==> config.mk <==
export PLATFORM = sky130hd
export DESIGN_NAME = ecc_read_scrub_28
export DESIGN_NICKNAME = d
export VERILOG_FILES = /design/src/rtl/ecc_read_scrub_28.sv
export SDC_FILE = /design/constraint.sdc
export NUM_CORES = 1
export LEC_CHECK = 0
export ABC_CLOCK_PERIOD_IN_PS = 8200
export BUFFER_PORTS_ARGS = -buffer_cell sky130_fd_sc_hd__buf_2
export CAP_MARGIN = 0
export CORE_MARGIN = 3
export CORE_UTILIZATION = 25
export DETAILED_ROUTE_END_ITERATION = 8
export PLACE_DENSITY = 0.42
export SLEW_MARGIN = 20
export SYNTH_ARGS = -nofsm -noshare
export SYNTH_HDL_FRONTEND = slang
export SYNTH_SLANG_ARGS = --single-unit
export TNS_END_PERCENT = 1
==> constraint.sdc <==
create_clock -name clk_i -period 8.2 [get_ports clk_i]
set_input_delay 0.82 -clock clk_i [delete_from_list [all_inputs] [get_ports clk_i]]
set_output_delay 0.82 -clock clk_i [all_outputs]
set_load 0.05 [all_outputs]
==> src/rtl/ecc_read_scrub_28.sv <==
`default_nettype none
// ============================================================================
//  Module      : ecc_read_scrub_28
//  Description : Read-return and scrub stage for 28-bit SRAM words protected
//                by a 28/7 SEC-DED code. Issues one read per request, corrects
//                single errors, flags double errors and, when enabled, writes
//                the corrected word back before returning it. Keeps
//                saturating corrected/uncorrectable error counters.
//  Revision    : 1.0 - initial release
// ============================================================================
module ecc_read_scrub_28 #(
    parameter int ADDR_WIDTH = 8,
    parameter int CNT_WIDTH  = 16,
    parameter bit SCRUB_EN   = 1'b1
) (
    input  logic                  clk_i,
    input  logic                  rst_ni,
    // request side
    input  logic                  req_valid_i,
    output logic                  req_ready_o,
    input  logic [ADDR_WIDTH-1:0] req_addr_i,
    // single-port SRAM side
    output logic                  mem_req_o,
    output logic                  mem_we_o,
    output logic [ADDR_WIDTH-1:0] mem_addr_o,
    output logic [27:0]           mem_wdata_o,
    output logic [6:0]            mem_wecc_o,
    input  logic [27:0]           mem_rdata_i,
    input  logic [6:0]            mem_recc_i,
    // response side
    output logic                  rsp_valid_o,
    input  logic                  rsp_ready_i,
    output logic [27:0]           rsp_data_o,
    output logic                  rsp_err_o,
    output logic                  rsp_ce_o,
    // error counters
    input  logic                  clr_cnt_i,
    output logic [CNT_WIDTH-1:0]  ce_count_o,
    output logic [CNT_WIDTH-1:0]  ue_count_o
);

    localparam logic [2:0] c_IDLE    = 3'd0;
    localparam logic [2:0] c_READ    = 3'd1;
    localparam logic [2:0] c_CAPTURE = 3'd2;
    localparam logic [2:0] c_DECODE  = 3'd3;
    localparam logic [2:0] c_SCRUB   = 3'd4;
    localparam logic [2:0] c_RESP    = 3'd5;

    localparam logic [CNT_WIDTH-1:0] c_CNT_MAX = {CNT_WIDTH{1'b1}};

    // Codeword position of data bit idx; powers of two are reserved for
    // the six Hamming check bits.
    function automatic logic [5:0] f_data_pos(input int unsigned idx);
        if (idx == 0)       return 6'd3;
        else if (idx <= 3)  return 6'(idx + 32'd4);
        else if (idx <= 10) return 6'(idx + 32'd5);
        else if (idx <= 25) return 6'(idx + 32'd6);
        else                return 6'(idx + 32'd7);
    endfunction

    // Hamming check bits: bit k covers every data position with bit k set.
    function automatic logic [5:0] f_check_bits(input logic [27:0] d);
        logic [5:0] c;
        logic [5:0] p;
        c = '0;
        for (int i = 0; i < 28; i++) begin
            p = f_data_pos(i);
            for (int k = 0; k < 6; k++) begin
                if (p[k]) c[k] = c[k] ^ d[i];
            end
        end
        return c;
    endfunction

    // Full 7-bit check field: Hamming bits plus even overall parity.
    function automatic logic [6:0] f_encode(input logic [27:0] d);
        logic [5:0] c;
        c = f_check_bits(d);
        return {^{d, c}, c};
    endfunction

    logic [2:0]            state_q,    state_d;
    logic [ADDR_WIDTH-1:0] addr_q,     addr_d;
    logic [27:0]           raw_data_q, raw_data_d;
    logic [6:0]            raw_ecc_q,  raw_ecc_d;
    logic [27:0]           rsp_data_q, rsp_data_d;
    logic                  rsp_err_q,  rsp_err_d;
    logic                  rsp_ce_q,   rsp_ce_d;
    logic [CNT_WIDTH-1:0]  ce_cnt_q,   ce_cnt_d;
    logic [CNT_WIDTH-1:0]  ue_cnt_q,   ue_cnt_d;

    logic [5:0]  w_syndrome;
    logic        w_single;
    logic        w_double;
    logic [27:0] w_corrected;
    logic        w_in_scrub;

    // SEC-DED decode of the captured word; a syndrome that points at a
    // check bit (or at 0, i.e. ecc[6]) leaves the data untouched.
    always_comb begin
        w_syndrome  = f_check_bits(raw_data_q) ^ raw_ecc_q[5:0];
        w_single    = ^{raw_data_q, raw_ecc_q};
        w_double    = !w_single && (w_syndrome != 6'd0);
        w_corrected = raw_data_q;
        for (int i = 0; i < 28; i++) begin
            if (w_single && (f_data_pos(i) == w_syndrome)) begin
                w_corrected[i] = ~raw_data_q[i];
            end
        end
    end

    // Transaction sequencing and response capture.
    always_comb begin
        state_d    = state_q;
        addr_d     = addr_q;
        raw_data_d = raw_data_q;
        raw_ecc_d  = raw_ecc_q;
        rsp_data_d = rsp_data_q;
        rsp_err_d  = rsp_err_q;
        rsp_ce_d   = rsp_ce_q;
        case (state_q)
            c_IDLE: begin
                if (req_valid_i) begin
                    addr_d  = req_addr_i;
                    state_d = c_READ;
                end
            end
            c_READ:    state_d = c_CAPTURE;
            c_CAPTURE: begin
                raw_data_d = mem_rdata_i;
                raw_ecc_d  = mem_recc_i;
                state_d    = c_DECODE;
            end
            c_DECODE: begin
                rsp_data_d = w_corrected;
                rsp_ce_d   = w_single;
                rsp_err_d  = w_double;
                state_d    = (w_single && SCRUB_EN) ? c_SCRUB : c_RESP;
            end
            c_SCRUB:   state_d = c_RESP;
            c_RESP: begin
                if (rsp_ready_i) state_d = c_IDLE;
            end
            default:   state_d = c_IDLE;
        endcase
    end

    // Saturating error counters; a clear overrides a same-cycle increment.
    always_comb begin
        ce_cnt_d = ce_cnt_q;
        ue_cnt_d = ue_cnt_q;
        if (clr_cnt_i) begin
            ce_cnt_d = '0;
            ue_cnt_d = '0;
        end else if (state_q == c_DECODE) begin
            if (w_single && (ce_cnt_q != c_CNT_MAX)) ce_cnt_d = ce_cnt_q + 1'b1;
            if (w_double && (ue_cnt_q != c_CNT_MAX)) ue_cnt_d = ue_cnt_q + 1'b1;
        end
    end

    // State registers with asynchronous reset.
    always_ff @(posedge clk_i or negedge rst_ni) begin
        if (!rst_ni) begin
            state_q    <= c_IDLE;
            addr_q     <= '0;
            raw_data_q <= '0;
            raw_ecc_q  <= '0;
            rsp_data_q <= '0;
            rsp_err_q  <= 1'b0;
            rsp_ce_q   <= 1'b0;
            ce_cnt_q   <= '0;
            ue_cnt_q   <= '0;
        end else begin
            state_q    <= state_d;
            addr_q     <= addr_d;
            raw_data_q <= raw_data_d;
            raw_ecc_q  <= raw_ecc_d;
            rsp_data_q <= rsp_data_d;
            rsp_err_q  <= rsp_err_d;
            rsp_ce_q   <= rsp_ce_d;
            ce_cnt_q   <= ce_cnt_d;
            ue_cnt_q   <= ue_cnt_d;
        end
    end

    // SRAM strobes decode straight from state so reset kills them at once.
    always_comb begin
        w_in_scrub  = (state_q == c_SCRUB);
        mem_req_o   = (state_q == c_READ) || w_in_scrub;
        mem_we_o    = w_in_scrub;
        mem_addr_o  = addr_q;
        mem_wdata_o = w_in_scrub ? rsp_data_q : 28'd0;
        mem_wecc_o  = w_in_scrub ? f_encode(rsp_data_q) : 7'd0;
    end

    assign req_ready_o = (state_q == c_IDLE);
    assign rsp_valid_o = (state_q == c_RESP);
    assign rsp_data_o  = rsp_data_q;
    assign rsp_err_o   = rsp_err_q;
    assign rsp_ce_o    = rsp_ce_q;
    assign ce_count_o  = ce_cnt_q;
    assign ue_count_o  = ue_cnt_q;

endmodule
`default_nettype wire
==> After elaboration in Yosys (flattened, before gate mapping) <==
Cells that the tools add are included.
{ "totals": {"elab_cells": 307, "ff_bits": 108} }
{ "op_classes": {"muxes": 40, "bitwise": 175, "n_eq_ne": 37, "add_sub_neg": 2, "n_reduce_logical": 44} }
{ "ops": {"columns": ["operator", "n"], "rows": [
  ["1-bit bitwise XOR", 146],
  ["16-bit 2-to-1 mux", 6],
  ["5-bit by 6-bit equality test with 1-bit output, first input constant", 15],
  ["4-bit by 6-bit equality test with 1-bit output, first input constant", 7],
  ["35-bit XOR reduction", 1],
  ["34-bit XOR reduction", 1],
  ["16-bit by 1-bit adder with 16-bit output, second input constant", 2],
  ["16-bit inequality test, second input constant", 2],
  ["1-bit logical AND", 31],
  ["1-bit 2-to-1 mux", 29],
  ["28-bit 2-to-1 mux", 1],
  ["1-bit NOT", 28],
  ["3-bit by 6-bit equality test with 1-bit output, first input constant", 3],
  ["3-bit case mux with 6 select lines", 1],
  ["6-bit equality test, first input constant", 2],
  ["2-bit AND reduction", 4],
  ["7-bit 2-to-1 mux", 1],
  ["2-bit by 6-bit equality test with 1-bit output, first input constant", 1],
  ["3-bit by 2-bit equality test with 1-bit output, second input constant", 2],
  ["3-bit equality test, second input constant", 2],
  ["3-bit 2-to-1 mux", 2],
  ["2-bit nonzero test", 3],
  ["6-bit nonzero test", 1],
  ["6-bit bitwise XOR", 1],
  ["6 further kinds", 6]
]} }

==> Depth between registers and ports, before layout <==
Gate-level depths: netlist of run 1.
{ "logic_depth": {"depth_word": 22, "ltp_mapped": 11, "ltp_nobuf": 8} }

==> Least setup slack after synthesis of run 1 <==
No wires, ideal clock.
{ "synth_timing": {"kind": "flip-flop to output port", "from": "reg rsp_data_q[10] (netlist: rsp_data_o[10])", "to": "out mem_wecc_o[6]", "path_buffers": 0, "arrival_ns": 2.523, "setup_slack_ns": 4.857, "path_stages_with_launch": 9, "cell_sequence": "dfrtp_1 -> xor2_1 -> xnor2_1 -> xnor2_1 -> xnor2_1 -> xnor2_1 -> xnor2_1 -> xnor2_1 -> nor2_1"} }
{ "synth_between": {"elab_chain_cells": 12, "elab_cells_between_ends": 40, "classes_between": "mux: 1; bitwise: 38; reduce/logical: 1"} }
{ "synth_lines": {"columns": ["element", "line", "rtl"], "rows": [
  ["from (decl)", "86", "logic [27:0] rsp_data_q, rsp_data_d;"],
  ["from (signal assigned)", "178", "rsp_data_q <= rsp_data_d;"],
  ["1-bit bitwise XOR (10 in a row)", "69", "if (p[k]) c[k] = c[k] ^ d[i];"],
  ["34-bit XOR reduction *", "79", "return {^{d, c}, c};"],
  ["7-bit 2-to-1 mux *", "193", "mem_wecc_o = w_in_scrub ? f_encode(rsp_data_q) : 7'd0;"],
  ["to (decl)", "27", "output logic [6:0] mem_wecc_o,"]
]} }
Mark *: on every way between the ends. The rest lies on a longest branch, timed or not.

==> Worst setup path after layout of run 1 <==
Same ends and word-level chain as after synthesis.

==> results of run 1 <==
## synth_stat cells (all sizes together)
| cell | instances |
|---|---|
| nor2 | 47 |
| dfrtp | 108 |
| a21oi | 10 |
| mux2i | 3 |
| o41ai | 3 |
| a31oi | 1 |
| nand2 | 53 |
| o211a | 1 |
| or4b | 1 |
| clkbuf | 24 |
| nor4bb | 1 |
| or3 | 7 |
| a211o | 1 |
| nor4 | 2 |
| mux2 | 44 |
| or2 | 6 |
| ha | 2 |
| xor3 | 3 |
| nand4b | 2 |
| and2 | 4 |
| nand3b | 4 |
| buf | 4 |
| o21ai | 37 |
| and3 | 31 |
| nand3 | 17 |
| nand4 | 4 |
| nor3 | 32 |
| xnor3 | 12 |
| xnor2 | 113 |
| nor2b | 4 |
| and3b | 1 |
| a31o | 1 |
| and4 | 1 |
| nand2b | 1 |
| inv | 10 |
| xor2 | 30 |
| nor3b | 1 |
| o311ai | 3 |
## area by class of cell
class	count	share of cell area (%)
inverter	10	0.475
clock inverter	4	0.934
multi-input combinational	483	45.7
tap	330	5.22
clock buffer	11	3.07
sequential	108	34.2
timing repair buffer	161	10.4
## sequential cells by signal, indices dropped and copies added, names as in the netlist
name        count
ce_count_o     16
mem_addr_o      8
raw_data_q     28
raw_ecc_q       7
rsp_ce_o        1
rsp_data_o     28
rsp_err_o       1
state_q         3
ue_count_o     16
## stage by stage
step	hold WS (ns)	instance area (um2)	utilization, %	setup WS, ns
floorplan	0.501	6460	-	4.86
global placement	0.485	7580	30.0	4.68
detailed placement	0.493	7580	30.0	4.73
CTS	0.487	7900	31.3	4.70
global route	0.503	7900	31.3	4.61
finish	0.468	7900	31.3	4.86
## routing by layer
layer  vias to the layer above  part of all wire, %  GRT usage [%]
met4                         0                  1.3           3.34
li1                       2416                    -              -
met1                      2310                   52           19.4
met3                        13                  3.6           2.14
met5                         -                    0              0
met2                       104                   43           19.2
## cells by family after synthesis
kind of cell	count (synthesis)	share of synthesized area, %
buffers and inverters	38	2.33
multiplexers	47	8.14
AND/OR/NAND/NOR	219	17.3
adder cells (fa/ha/maj)	2	0.387
flip-flops	108	41.9
XOR/XNOR	158	25.0
AO/OA/AOI/OAI	57	4.98
## how the worst max path moves through the flow
stage                     slack, ns                       start  cells past startpoint                         end
after global placement         4.68  raw_data_q[27]$_DFFE_PN0P_                      8  rsp_data_o[16]$_DFFE_PN0P_
after CTS                      4.70  raw_data_q[11]$_DFFE_PN0P_                      8  rsp_data_o[12]$_DFFE_PN0P_
after global routing           4.61  rsp_data_o[10]$_DFFE_PN0P_                      9               mem_wecc_o[6]
after floorplan                4.86  rsp_data_o[10]$_DFFE_PN0P_                      8               mem_wecc_o[6]
after detailed placement       4.73  raw_data_q[11]$_DFFE_PN0P_                      8  rsp_data_o[12]$_DFFE_PN0P_
final                          4.86  rsp_data_o[10]$_DFFE_PN0P_                      9               mem_wecc_o[6]
## cells in the final DEF, fill, tap and decap left out, drive strengths merged, types with 11 or more instances in the layout
cell / synthesis / layout
buf: 4 / 161
xnor2: 113 / 113
dfrtp: 108 / 108
nand2: 53 / 53
nor2: 47 / 47
mux2: 44 / 44
o21ai: 37 / 37
nor3: 32 / 32
and3: 31 / 31
xor2: 30 / 30
nand3: 17 / 17
xnor3: 12 / 12
clkbuf: 24 / 11
==> results_dict.tcl, run 1 <==
set metrics [dict create \
    area.sequential_um2 2700 \
    r2r_cells 8 \
    die_w_um 167 \
    grt_max_degree 66 \
    maxCapViolations 0 \
    synth_fp_nets 679 \
    dr.first_iter.drc_count 238 \
    setup_violations 0 \
    grt_pass1_vias 4780 \
    nets 823 \
    rsz0062_at_grt "no" \
    cpMaxStageDelayCell "dfrtp_1" \
    skew_ns 0.0111 \
    slowest_delay_ns 0.50 \
    start_kind "flip-flop" \
    cts_max_path_buffers 2 \
    drc 0 \
    portBuffers 156 \
    vias_per_cell 4.37 \
    synthesis.area_um2 6460 \
    ys_top_cells_by_area "dfrtp_1 42%, xnor2_1 15%, mux2_2 7.7%, xor2_1 4.1%, xnor3_1 3.5%" \
    r2r-start "raw_data_q[11]$_DFFE_PN0P_" \
    tightest_slew_ns 0.887 \
    die_y_um 167 \
    regToRegSetupSlack_ns 4.95 \
    path_common_cell "xnor2_1" \
    fin_crit_ns 3.34 \
    status "completed" \
    netlist_instances 629 \
    drive_gt1_share_pct 30.5 \
    end_kind "output pin" \
    grt_overflow 0 \
    n_fill_cell 2695 \
    fin_setup_tns_ns 0 \
    synth_cell_types 46 \
    path_class "reg2out" \
    wirelength_um 18000 \
    area_growth_pct 22.4 \
    crit_arrival_ns 2.52 \
    synth_area_per_cell_um2 10.3 \
    slew-limit-headroom_pct 40.9 \
    hpwlAfterDp_um 13500 \
    cts_tree "yes" \
    hold_buffers 0 \
    crit_fanout 5 \
    design.core.area_um2 25300 \
    required_ns 7.38 \
    post_cts_buffers 0 \
    final-hold-violation-count 0 \
    place.gp.congestion 0.771 \
    ys_ff_latch 108 \
    cts_buffers 9 \
    ctsHtreeMaxLevel 3 \
    worstPathCellList "xor2_1 -> xnor2_1 -> xnor2_1 -> xnor2_1 -> xnor2_1 -> xnor2_1 -> xnor2_1 -> nor2_1 -> buf_2" \
    io_pins 157 \
    max_clock_freq_mhz 299 \
    clkSinkCount 108 \
    cts.reportedPaths.clkPinSlew_ns 0.07 \
    yosysTopAreaCellShare_pct 41.9 \
    hold_path.class "in2async" \
    drv_slew 0 \
    stdcell_count 1107 \
    track_usage_pct 12.9 \
    post_cts_resized 0 \
    ys.warnings.count 0 \
    crit_buf_inv 1 \
    antenna_cells 0 \
    ys_seq_area_share_pct 41.9 \
    vias 4843 \
    die_area_um2 27800 \
    ant_nets 0 \
    r2r-end "rsp_data_o[16]$_DFFE_PN0P_" \
    clk_latency_ns 0.35 \
    wl_per_cell_um 16.2 \
    antenna_found_initial 0 \
    cts_root_buf "clkbuf_16" \
    initial_utilization_pct 25.6 \
    multi_input_area_um2 3610 \
    period_share_pct 40.7 \
    crit_family "XOR/XNOR gates" \
    place_inst 1092 \
    grt_pass1_wl_um 28600 \
    rows 58 \
    firstDrtPassIters 4 \
    synth.largest_area_cell "dfrtp_1" \
]
Power of run 1 is not shown: default switching activity piles up to over one toggle a cycle in this logic, so the estimate is an artifact.
==> run 2: changes to the inputs <==
--- a/config.mk
+++ b/config.mk
@@ -5,13 +5,13 @@
 export SDC_FILE = /design/constraint.sdc
 export NUM_CORES = 1
 export LEC_CHECK = 0
-export ABC_CLOCK_PERIOD_IN_PS = 8200
+export ABC_CLOCK_PERIOD_IN_PS = 2900
 export BUFFER_PORTS_ARGS = -buffer_cell sky130_fd_sc_hd__buf_2
 export CAP_MARGIN = 0
 export CORE_MARGIN = 3
 export CORE_UTILIZATION = 25
 export DETAILED_ROUTE_END_ITERATION = 8
-export PLACE_DENSITY = 0.42
+export PLACE_DENSITY = 0.44
 export SLEW_MARGIN = 20
 export SYNTH_ARGS = -nofsm -noshare
 export SYNTH_HDL_FRONTEND = slang
==> constraint.sdc (replaced) <==
create_clock -name clk_i -period 2.9 [get_ports clk_i]
set_input_delay 0.29 -clock clk_i [delete_from_list [all_inputs] [get_ports clk_i]]
set_output_delay 0.29 -clock clk_i [all_outputs]
set_load 0.05 [all_outputs]
==> results_dict.tcl, run 2 (synthesized netlist as in run 1, its figures left out) <==
set metrics [dict create \
    status "completed" \
    start_kind "flip-flop" \
    rows 58 \
    final_cell_mix "154 x buf_2, 107 x xnor2_1, 107 x dfrtp_1, 58 x buf_4, 53 x nand2_1" \
    die_w_um 167 \
    crit_arrival_ns 3.11 \
    slew-limit-headroom_pct 56.7 \
    fin_area_um2 8490 \
    placed_cell_area_um2 8000 \
    required_ns 3.11 \
    slowest_delay_ns 0.55 \
    busiest_layer "met1" \
    clk_latency_ns 0.35 \
    final-hold-violation-count 0 \
    end_kind "flip-flop" \
    period_share_pct 99.9 \
    portBuffers 156 \
    grt_pass1_vias 4893 \
    critPathLaunch "raw_data_q[22]$_DFFE_PN0P_" \
    fin_setup_tns_ns 0 \
    ant_nets 0 \
    setup_ws_ns 0.00187 \
    antenna_found_initial 0 \
    cts_buffers 9 \
    die_area_um2 27800 \
    cpMaxStageDelayCell "or4b_4" \
    fin_crit_ns 2.90 \
    grt_pass1_wl_um 28200 \
    firstDrtPassIters 5 \
    cts_root_buf "clkbuf_16" \
    grt_util_met3_pct 1.73 \
    path_common_cell "xnor3_2" \
    hpwlAfterDp_um 13700 \
    drive_gt1_share_pct 37.4 \
    grt_overflow 0 \
    track_usage_pct 12.7 \
    place_ws_ns -0.0590 \
    setup_violations 0 \
    whs_path_depth 2 \
    wl_per_cell_um 15.3 \
    nets 881 \
    cts_tree "yes" \
    die_y_um 167 \
    vias 5025 \
    io_pins 157 \
    r2r-start "raw_data_q[22]$_DFFE_PN0P_" \
    tightest_slew_ns 0.650 \
    wirelength_um 17800 \
    path_class "reg2reg" \
    rsz0062_at_grt "yes" \
    drc 0 \
    cts_max_path_buffers 2 \
    use_met2_pct 18.8 \
    dr.first_iter.drc_count 191 \
    clkSinkCount 108 \
    vias_per_cell 4.31 \
    antenna_cells 0 \
    place.gp.congestion 0.762 \
    fin_hold_ws_ns 0.168 \
    hold_path.class "in2reg" \
    grtUsageMet1_pct 19.2 \
    area_growth_pct 31.5 \
    drv_slew 0 \
    worstPathCellList "xor3_1 -> xnor3_2 -> buf_12 -> xnor2_4 -> xnor3_2 -> or4b_4 -> nor2_2 -> xnor2_1 -> o21ai_1" \
    design.core.area_um2 25300 \
    skew_ns 0.0117 \
    max_clock_freq_mhz 345 \
    r2r_cells 9 \
    layout_commonest_cell "buf_2" \
    cts.reportedPaths.clkPinSlew_ns 0.08 \
    initial_utilization_pct 25.6 \
    grt_max_degree 62 \
    ctsHtreeMaxLevel 3 \
    crit_fanout 4 \
    maxCapViolations 0 \
    min_from "req_addr_i[4]" \
]
-- run 2: cell count changes in the layout (fill, tap and decap cells not counted), sizes merged --
cell	change
buf	+56
bufinv	-1
clkbuf	+1
clkinvlp	+1
dlygate4sd3	+1
-- run 2: final timing paths --
path / to / slack, ns
max: rsp_data_o[10]$_DFFE_PN0P_ / 0.002
min: mem_addr_o[4]$_DFFE_PN0P_ / 0.17
max reg2reg: rsp_data_o[10]$_DFFE_PN0P_ / 0.002
min reg2reg: rsp_err_o$_DFFE_PN0P_ / 0.48
max in group asynchronous: raw_ecc_q[6]$_DFFE_PN0P_ / 1.61
min in group asynchronous: rsp_data_o[22]$_DFFE_PN0P_ / 0.52
-- run 2: repair_timing --
action                                 in CTS  in global routing
buffers inserted                            5                  0
setup endpoints to repair                  21                 37
pin swaps                                   3                  6
endpoints found under the hold margin      43                  0
hold buffers                                1                  0
resized for setup                           3                 24
-- run 2: layout make-up --
| class | instances | area (um2) |
|---|---|---|
| clock buffer | 11 | 233 |
| clock inverter | 4 | 51.3 |
| fill | 2622 | 16800 |
| inverter | 10 | 37.5 |
| multi-input combinational | 483 | 3750 |
| sequential | 108 | 2700 |
| tap | 330 | 413 |
| timing repair buffer | 219 | 1310 |
-- run 2: per-layer routing --
| metal | vias to the layer above | share of wire, % | routed length (um) |
|---|---|---|---|
| met5 | - | 0 | 0 |
| met2 | 96 | 44 | 7810 |
| met4 | 0 | 1.2 | 216 |
| met3 | 10 | 3.2 | 565 |
| met1 | 2380 | 52 | 9190 |
| li1 | 2539 | - | - |
-- run 2: critical path: cells and delay by family (launching register included) --
family / cells / cell delay [ns]
xor gates and xnor gates: 5 / 1.49
and+or+nand+nor: 2 / 0.66
DFF: 1 / 0.38
buffers and inverters: 1 / 0.16
AOI/OAI and AO/OA: 1 / 0.07
-- run 2: stage by stage --
step,utilization [%],cells
after CTS,33.1,1165
final,33.6,1165
after detailed placement,31.7,1144
after floorplan,-,629
after global routing,33.6,1165
after global placement,31.7,1144
Power of run 2 is left out for the same reason.
==> run 3: changes to the inputs <==
--- a/config.mk
+++ b/config.mk
@@ -9,9 +9,9 @@
 export BUFFER_PORTS_ARGS = -buffer_cell sky130_fd_sc_hd__buf_2
 export CAP_MARGIN = 0
 export CORE_MARGIN = 3
-export CORE_UTILIZATION = 25
+export CORE_UTILIZATION = 30
 export DETAILED_ROUTE_END_ITERATION = 8
-export PLACE_DENSITY = 0.44
+export PLACE_DENSITY = 0.51
 export SLEW_MARGIN = 20
 export SYNTH_ARGS = -nofsm -noshare
 export SYNTH_HDL_FRONTEND = slang
==> results_dict.tcl, run 3 (synthesized netlist as in run 1, its figures left out) <==
set metrics [dict create \
    wl_met1_um 8440 \
    place_ws_ns -0.0507 \
    top_layer_used "met4" \
    maxCapViolations 0 \
    rsz0062_at_grt "no" \
    die_area_um2 23300 \
    initial_utilization_pct 30.6 \
    min_to "mem_addr_o[5]$_DFFE_PN0P_" \
    worstPathCellList "xnor2_1 -> xnor3_1 -> xor2_1 -> or3_1 -> a211o_4 -> buf_4 -> nor4bb_2 -> o211a_1" \
    vias_per_cell 4.51 \
    drc 0 \
    skew_ns 0.0157 \
    r2r_cells 8 \
    grt_overflow 0 \
    required_ns 3.15 \
    regToRegSetupSlack_ns 0.11 \
    dr.first_iter.drc_count 201 \
    hold_path.class "in2reg" \
    min_from "req_addr_i[5]" \
    cts_max_path_buffers 2 \
    wl_per_cell_um 15.2 \
    clkSinkCount 108 \
    firstDrtPassIters 4 \
    cts_buffers 9 \
    slew-limit-headroom_pct 59.9 \
    crit_fanout 5 \
    portBuffers 156 \
    die_w_um 153 \
    slowest_delay_ns 0.48 \
    setup_ws_ns 0.110 \
    layout_commonest_cell "buf_2" \
    grt_pass1_vias 4886 \
    nets 872 \
    final-hold-violation-count 0 \
    rows 53 \
    drive_gt1_share_pct 36.3 \
    crit_arrival_ns 3.04 \
    antenna_found_initial 0 \
    final_cell_mix "155 x buf_2, 107 x dfrtp_1, 106 x xnor2_1, 53 x nand2_1, 52 x buf_4" \
    io_pins 157 \
    ctsHtreeMaxLevel 3 \
    end_kind "flip-flop" \
    wirelength_um 16800 \
    cts.reportedPaths.clkPinSlew_ns 0.08 \
    r2r-start "raw_data_q[16]$_DFFE_PN0P_" \
    drv_slew 0 \
    status "completed" \
    place.gp.congestion 0.783 \
    grt_max_degree 75 \
    whs_path_depth 2 \
    period_share_pct 96.2 \
    met3WireLength_um 576 \
    crit_family "XOR/XNOR gates" \
    track_usage_pct 14.3 \
    cpMaxStageDelayCell "xnor3_1" \
    cts_root_buf "clkbuf_16" \
    area_growth_pct 29.1 \
    start_kind "flip-flop" \
    r2r-end "ue_count_o[14]$_DFFE_PN0P_" \
    fin_crit_ns 2.79 \
    path_class "reg2reg" \
    die_y_um 153 \
    ant_nets 0 \
    hpwlAfterDp_um 12800 \
    wl_met2_um 7480 \
    antenna_cells 0 \
    setup_violations 0 \
    tightest_slew_ns 0.601 \
    max_clock_freq_mhz 358 \
    vias 4973 \
    crit_buf_inv 1 \
    grt_pass1_wl_um 27200 \
    clk_latency_ns 0.35 \
    design.core.area_um2 21100 \
    cts_tree "yes" \
]
[run 3: cell types whose count changed in the layout (fill, tap and decap cells not counted), moves of 2 or more]
| cell | change |
|---|---|
| nor3_4 | -2 |
| inv_6 | +2 |
| nor3_1 | +3 |
| clkbuf_1 | -2 |
| buf_6 | -2 |
| buf_4 | -6 |
[run 3: final cells by class]
type                       instances  area [um2]
fill                            2139       12800
tap                              275         344
sequential                       108        2700
multi-input combinational        483        3700
inverter                          10        37.5
clock buffer                      10         239
clock inverter                     6        95.1
timing repair buffer             210        1220
[run 3: repair_timing]
item                       in CTS  in global routing
setup buffers                   1                  0
hold endpoints to repair       34                  0
setup endpoints to repair      10                 31
gates cloned                    0                  0
pin swaps                       6                  5
hold buffers                    1                  0
gates resized for setup         2                 13
[run 3: worst max path at each step]
| stage | end | start | cells past startpoint | slack [ns] |
|---|---|---|---|---|
| final | ue_count_o[14]$_DFFE_PN0P_ | raw_data_q[16]$_DFFE_PN0P_ | 8 | 0.11 |
| after global routing | mem_wecc_o[6] | rsp_data_o[21]$_DFFE_PN0P_ | 9 | 0.0007 |
| after CTS | ue_count_o[14]$_DFFE_PN0P_ | raw_data_q[19]$_DFFE_PN0P_ | 9 | 0.005 |
| after detailed placement | ue_count_o[14]$_DFFE_PN0P_ | raw_data_q[22]$_DFFE_PN0P_ | 8 | -0.05 |
| after global placement | ue_count_o[12]$_DFFE_PN0P_ | raw_data_q[22]$_DFFE_PN0P_ | 8 | -0.009 |
| after floorplan | ue_count_o[10]$_DFFE_PN0P_ | raw_data_q[22]$_DFFE_PN0P_ | 10 | 0.07 |
[run 3: per-stage QoR]
stage	area [um2]	cells	util, %	setup TNS (ns)	hold slack [ns]
floorplan	6460	629	-	0	-0.00559
global placement	7890	1084	37.4	-0.00983	0.289
detailed placement	7890	1084	37.4	-0.243	0.290
CTS	8250	1102	39.1	0	0.144
global route	8330	1102	39.5	0	0.159
finish	8330	1102	39.5	0	0.161
[run 3: layer usage]
layer	vias to the layer above	GRT usage, %
li1	2520	-
met1	2344	21.3
met2	92	21.6
met3	17	1.70
met4	0	4.62
met5	-	0
Power of run 3 is left out for the same reason.
